$ cat src/rtl/hazard_pkg.sv
// hazard_pkg: register class codes, pipeline tag structs and the tag compare
// shared by the forwarding/load-use controller.
package hazard_pkg;
    localparam int TAG_RW = 8;
    localparam int TAG_CW = 8;

    typedef enum logic [TAG_CW-1:0] {
        CLS_GPR = 0,
        CLS_SP  = 1,
        CLS_T   = 2,
        CLS_IH  = 3,
        CLS_RA  = 4
    } cls_e;

    // valid already folds in dst_valid; for slot 0 it also folds in the instruction valid
    typedef struct packed {
        logic              valid;
        logic [TAG_RW-1:0] rg;
        logic [TAG_CW-1:0] cls;
        logic              is_load;
    } dst_tag_t;

    typedef struct packed {
        logic              used;
        logic [TAG_RW-1:0] rg;
        logic [TAG_CW-1:0] cls;
    } src_tag_t;

    function automatic logic tag_match(input src_tag_t s, input dst_tag_t d);
        return s.used && d.valid && (s.cls == d.cls) &&
               (s.cls != TAG_CW'(CLS_GPR) || s.rg == d.rg);
    endfunction
endpackage

$ cat src/rtl/hazard_forward_ctrl_fwd_match.sv
// fwd_match: one EX source against the slot 1..DEPTH destination tags;
// the youngest (lowest numbered) matching slot wins.
module fwd_match
    import hazard_pkg::*;
#(
    parameter int DEPTH = 2,
    parameter int SELW  = 2
) (
    input  src_tag_t         i_src,
    input  dst_tag_t         i_slots [1:DEPTH],
    output logic [SELW-1:0]  o_sel
);
    always_comb begin
        o_sel = '0;
        for (int k = DEPTH; k >= 1; k--)
            if (tag_match(i_src, i_slots[k])) o_sel = SELW'(k);
    end
endmodule

$ cat src/rtl/hazard_forward_ctrl.sv
// hazard_forward_ctrl: shadow tag pipeline producing EX bypass selects and the ID load-use stall.
// Optional HAZARD_STATS_EN adds saturating stall_cycles / fwd_events counters.
module hazard_forward_ctrl
    import hazard_pkg::*;
#(
    parameter int REG_AW   = 3,
    parameter int CLS_W    = 3,
    parameter int NSRC     = 2,
    parameter int DEPTH    = 2,
    parameter int LOAD_LAT = 2,
    localparam int SELW    = $clog2(DEPTH + 1)
) (
    input  logic                   clk,
    input  logic                   rst_n,
    input  logic                   pipe_en,
    input  logic                   flush,
    input  logic                   id_valid,
    input  logic [NSRC-1:0]        id_src_used,
    input  logic [NSRC*REG_AW-1:0] id_src_reg,
    input  logic [NSRC*CLS_W-1:0]  id_src_cls,
    input  logic                   id_dst_valid,
    input  logic [REG_AW-1:0]      id_dst_reg,
    input  logic [CLS_W-1:0]       id_dst_cls,
    input  logic                   id_is_load,
    output logic [NSRC*SELW-1:0]   fwd_sel,
    output logic                   load_use_stall
`ifdef HAZARD_STATS_EN
    ,
    output logic [15:0]            stall_cycles,
    output logic [15:0]            fwd_events
`endif
);
    dst_tag_t         r_s0;
    dst_tag_t         r_slot [1:DEPTH];
    src_tag_t         r_src [NSRC];
    src_tag_t         w_id_src [NSRC];
    dst_tag_t         w_id_dst;
    logic [SELW-1:0]  w_sel [NSRC];
    logic             w_hit;
    logic             w_cap;

    assign w_id_dst = '{valid: id_valid && id_dst_valid, rg: TAG_RW'(id_dst_reg),
                        cls: TAG_CW'(id_dst_cls), is_load: id_is_load};

    genvar i;
    generate
        for (i = 0; i < NSRC; i++) begin : g_src
            assign w_id_src[i] = '{used: id_src_used[i],
                                   rg: TAG_RW'(id_src_reg[i*REG_AW +: REG_AW]),
                                   cls: TAG_CW'(id_src_cls[i*CLS_W +: CLS_W])};
            fwd_match #(.DEPTH(DEPTH), .SELW(SELW)) u_match (
                .i_src   (r_src[i]),
                .i_slots (r_slot),
                .o_sel   (w_sel[i])
            );
            assign fwd_sel[i*SELW +: SELW] = w_sel[i];
            // a selected slot still short of LOAD_LAT must never hold a load
            assert property (@(posedge clk) disable iff (!rst_n)
                !(w_sel[i] != '0 && 32'(w_sel[i]) < LOAD_LAT && r_slot[w_sel[i]].is_load));
        end
    endgenerate

    // loads in slots 0..LOAD_LAT-2 cannot yet supply data to the ID instruction
    always_comb begin
        w_hit = 1'b0;
        for (int s = 0; s < NSRC; s++) begin
            if (LOAD_LAT >= 2 && r_s0.is_load && tag_match(w_id_src[s], r_s0)) w_hit = 1'b1;
            for (int j = 1; j <= LOAD_LAT - 2; j++)
                if (r_slot[j].is_load && tag_match(w_id_src[s], r_slot[j])) w_hit = 1'b1;
        end
    end

    assign load_use_stall = w_hit && id_valid && !flush;
    assign w_cap          = id_valid && !flush && !load_use_stall;

    always_ff @(posedge clk or negedge rst_n) begin
        if (!rst_n) begin
            r_s0   <= '0;
            r_slot <= '{default: '0};
            r_src  <= '{default: '0};
        end else if (pipe_en) begin
            r_slot[1] <= r_s0;
            for (int k = 2; k <= DEPTH; k++) r_slot[k] <= r_slot[k-1];
            r_s0 <= w_cap ? w_id_dst : '0;
            for (int s = 0; s < NSRC; s++) r_src[s] <= w_cap ? w_id_src[s] : '0;
        end else if (flush) begin
            r_s0  <= '0;
            r_src <= '{default: '0};
        end
    end

`ifdef HAZARD_STATS_EN
    // bubbles carry no used sources, so a nonzero select implies a valid slot 0
    always_ff @(posedge clk or negedge rst_n) begin
        if (!rst_n) begin
            stall_cycles <= '0;
            fwd_events   <= '0;
        end else if (pipe_en) begin
            if (load_use_stall && stall_cycles != 16'hFFFF) stall_cycles <= stall_cycles + 16'd1;
            if (|fwd_sel && fwd_events != 16'hFFFF) fwd_events <= fwd_events + 16'd1;
        end
    end
`endif
endmodule
$ cat config.mk
export PLATFORM = sky130hd
export DESIGN_NAME = hazard_forward_ctrl
export DESIGN_NICKNAME = d
export VERILOG_FILES = /design/src/rtl/hazard_pkg.sv /design/src/rtl/hazard_forward_ctrl_fwd_match.sv /design/src/rtl/hazard_forward_ctrl.sv
export SDC_FILE = /design/constraint.sdc
export NUM_CORES = 1
export LEC_CHECK = 0
export CAP_MARGIN = 0
export CORE_MARGIN = 2
export CORE_UTILIZATION = 55
export DETAILED_ROUTE_END_ITERATION = 10
export MAX_ROUTING_LAYER = met4
export PLACE_DENSITY_LB_ADDON = 0.25
export SLEW_MARGIN = 20
export SYNTH_ARGS = -nofsm -noshare
export SYNTH_HDL_FRONTEND = slang
export SYNTH_SLANG_ARGS = --single-unit
$ cat constraint.sdc
create_clock -name clk -period 2.8 [get_ports clk]
set_input_delay 0.28 -clock clk [delete_from_list [all_inputs] [get_ports clk]]
set_output_delay 0.28 -clock clk [all_outputs]
set_load 0.005 [all_outputs]
==> run metrics <==
status finished, final reports clean; Worst EP arrival 2280 ps; total core area 0.003103 mm2; most frequent cells in the layout 36 x dfrtp_1, 31 x clkdlybuf4s50_1, 28 x xor2_1; multi-input logic area 884.6 um2; PostCTS Resize Cnt 0; fin crit period 2562 ps; RD Place Congestion 0.8288; Worst Tran Pin Value 612.7 ps; type of the worst setup path reg2out; slowest stage delay, CP 560 ps; commonest non-fill, non-tap cell in the layout dfrtp_1; CP Data Required Time 2520 ps; initial core utilization 58.99%; Critical Path Start Type flop; Power Density 482.9 mW/mm2; Synth top area share 49.21%; router iterations before antenna repair 4; first-pass GRT wire length 6.665 mm; CTS Buf Count 5; vias in the first global route 1434; hold crit path type in2async; initial DRC count 115; Overall Global Routing Usage 25.61%; Setup crit end kind output pin; Synth Register Bits 36; Crit path max-delay family compound AO/OA/AOI/OAI gates; CTS H-tree lvls 2; DR WL/cell 17.36 um; syn_nets 177; syn_area_per_cell 12.20 um2; Mapped Area 0.001831 mm2; final hold vios 0; register area share after synthesis 49.21%; maximum clock path buffer count 2; CTS tree yes; Rows 20; post-synthesis cell count 150; worst vdd ir 0.3111 mV; CTS clock-pin slew for the worst setup and hold paths 120 ps; # port buffers 31; final instance area 0.002276 mm2; Yosys top cell by area dfrtp_1; diode count 0; Synth Warn # 0; crit-path max FO 3; Clock Skew 8.195 ps; CTS sink count 36; Final Setup Violations 0; postcts setup bufs 0; layout cell share with drive strength beyond 1 20.74%; achievable clock frequency 390.3 MHz; crit-path cells xor2_1 -> o31ai_1 -> a21oi_1 -> a211oi_1 -> clkdlybuf4s50_1; CTS Hold Buffers Added 0; top cells by area, synth dfrtp_1 49%, xor2_1 13%, mux2_2 7.4%; CTS root buf clkbuf_4; DRT Wirelength 4.028 mm; HPWL after DPL 3.013 mm; initial antenna violation count 0; crit path max-delay cell type clkdlybuf4s50_1; Leakage Power 1.092 nW; worst skew pair latency 340 ps; IO Pins 32; Cell variety after synth 30; vias per inst 5.909; Post-DRT Antenna Nets 0; Reg area 900.9 um2; Die H 61.69 um; Fill cells 242; setup TNS 0 ps; Pins Over Slew Limit 0; max-cap violations 0; GR Overflow Total 0; slew margin rel. 58.10%; Cell Area, Placed 0.002196 mm2; Tcrit/Tclk final 91.49%; Post-route DRC 0; largest net degree at the start of global routing 37; floorplan die width 61.69 um; P&R area growth vs syn 24.33%; RSZ-0062 raised after global routing no; Final Power 1.099 mW; die area 0.003806 mm2; WP buf/inv 1; vias 1371; Final #Nets 214
## cell usage after synthesis (all sizes together)
cell / number
a211oi: 1
inv: 2
nand3: 3
a21o: 1
mux2: 12
o41ai: 1
buf: 3
dfrtp: 36
nor3: 3
nor2: 2
a21oi: 3
nand3b: 1
a311oi: 1
nand2: 6
clkbuf: 3
o21bai: 1
a221oi: 1
and2: 2
xnor2: 5
o31ai: 4
nor4: 3
xor2: 28
a22o: 22
o21ai: 2
a22oi: 1
a2111oi: 2
nor3b: 1
## cell type report
type	count	area share, %
multi-input cells	106	38.87
repair buffers	36	15.28
flip-flops and latches	36	39.58
clock buffers	5	1.649
inverters	2	0.3299
well taps	44	2.419
clock inverters	3	1.869
## worst reg2reg max path, cell delays in order, from the launching register on
cell and delay (ps):
dfrtp_1 450, xor2_1 200, o31ai_1 380, a221oi_2 140
buf_4 210, a22o_2 220
## power by group
| group | total, mW | internal [mW] | switching (mW) |
|---|---|---|---|
| Combinational | 0.158 | 0.0869 | 0.0707 |
| Sequential | 0.574 | 0.543 | 0.0310 |
| Clock | 0.367 | 0.186 | 0.181 |
## path summary, 6_finish.rpt
| path | startpoint | to | slack (ps) | cells past startpoint |
|---|---|---|---|---|
| setup / recovery | r_slot[10] | fwd_sel[3] | 240 | 5 |
| hold / removal | rst_n | r_slot[2] | 330 | 2 |
| setup reg to reg | r_s0[9] | r_s0[9] | 1110 | 5 |
| hold reg to reg | r_s0[0] | r_s0[0] | 540 | 1 |
| max in group asynchronous | rst_n | r_slot[9] | 2140 | 2 |
| min in group clk | id_is_load | r_s0[0] | 530 | 2 |
## registers in the layout, summed over array words and instances, names as in the netlist
register,count
r_s0,8
r_slot,14
r_src,14
## stage by stage
stage                     cells  setup WS (ps)  util, %  hold slack [ps]
final                       232          238.2    73.35            327.8
after detailed placement    224          355.6    70.77            518.3
after CTS                   232          242.7    73.35            344.4
after global placement      224          352.2    70.77            500.7
after global routing        232          33.34    73.35            361.5
after floorplan             150           1267        -           -15.59
## logic make-up after synthesis
logic type                synth area share, %
AOI/OAI and AO/OA                       18.66
xor gates and xnor gates                15.79
buffers and inverters                   2.461
DFF                                     49.21
muxes                                   7.382
and+or+nand+nor                         6.493
## metal layers
metal | share of wire [%] | vias up | global-route usage [%]
li1 | - | 628 | -
met1 | 43 | 691 | 30.90
met2 | 50 | 50 | 42.41
met4 | 0.52 | 0 | 7.295
met3 | 6.2 | 2 | 6.832
met5 | 0 | - | -
No activity file was read; power rests on OpenSTA's default activity.
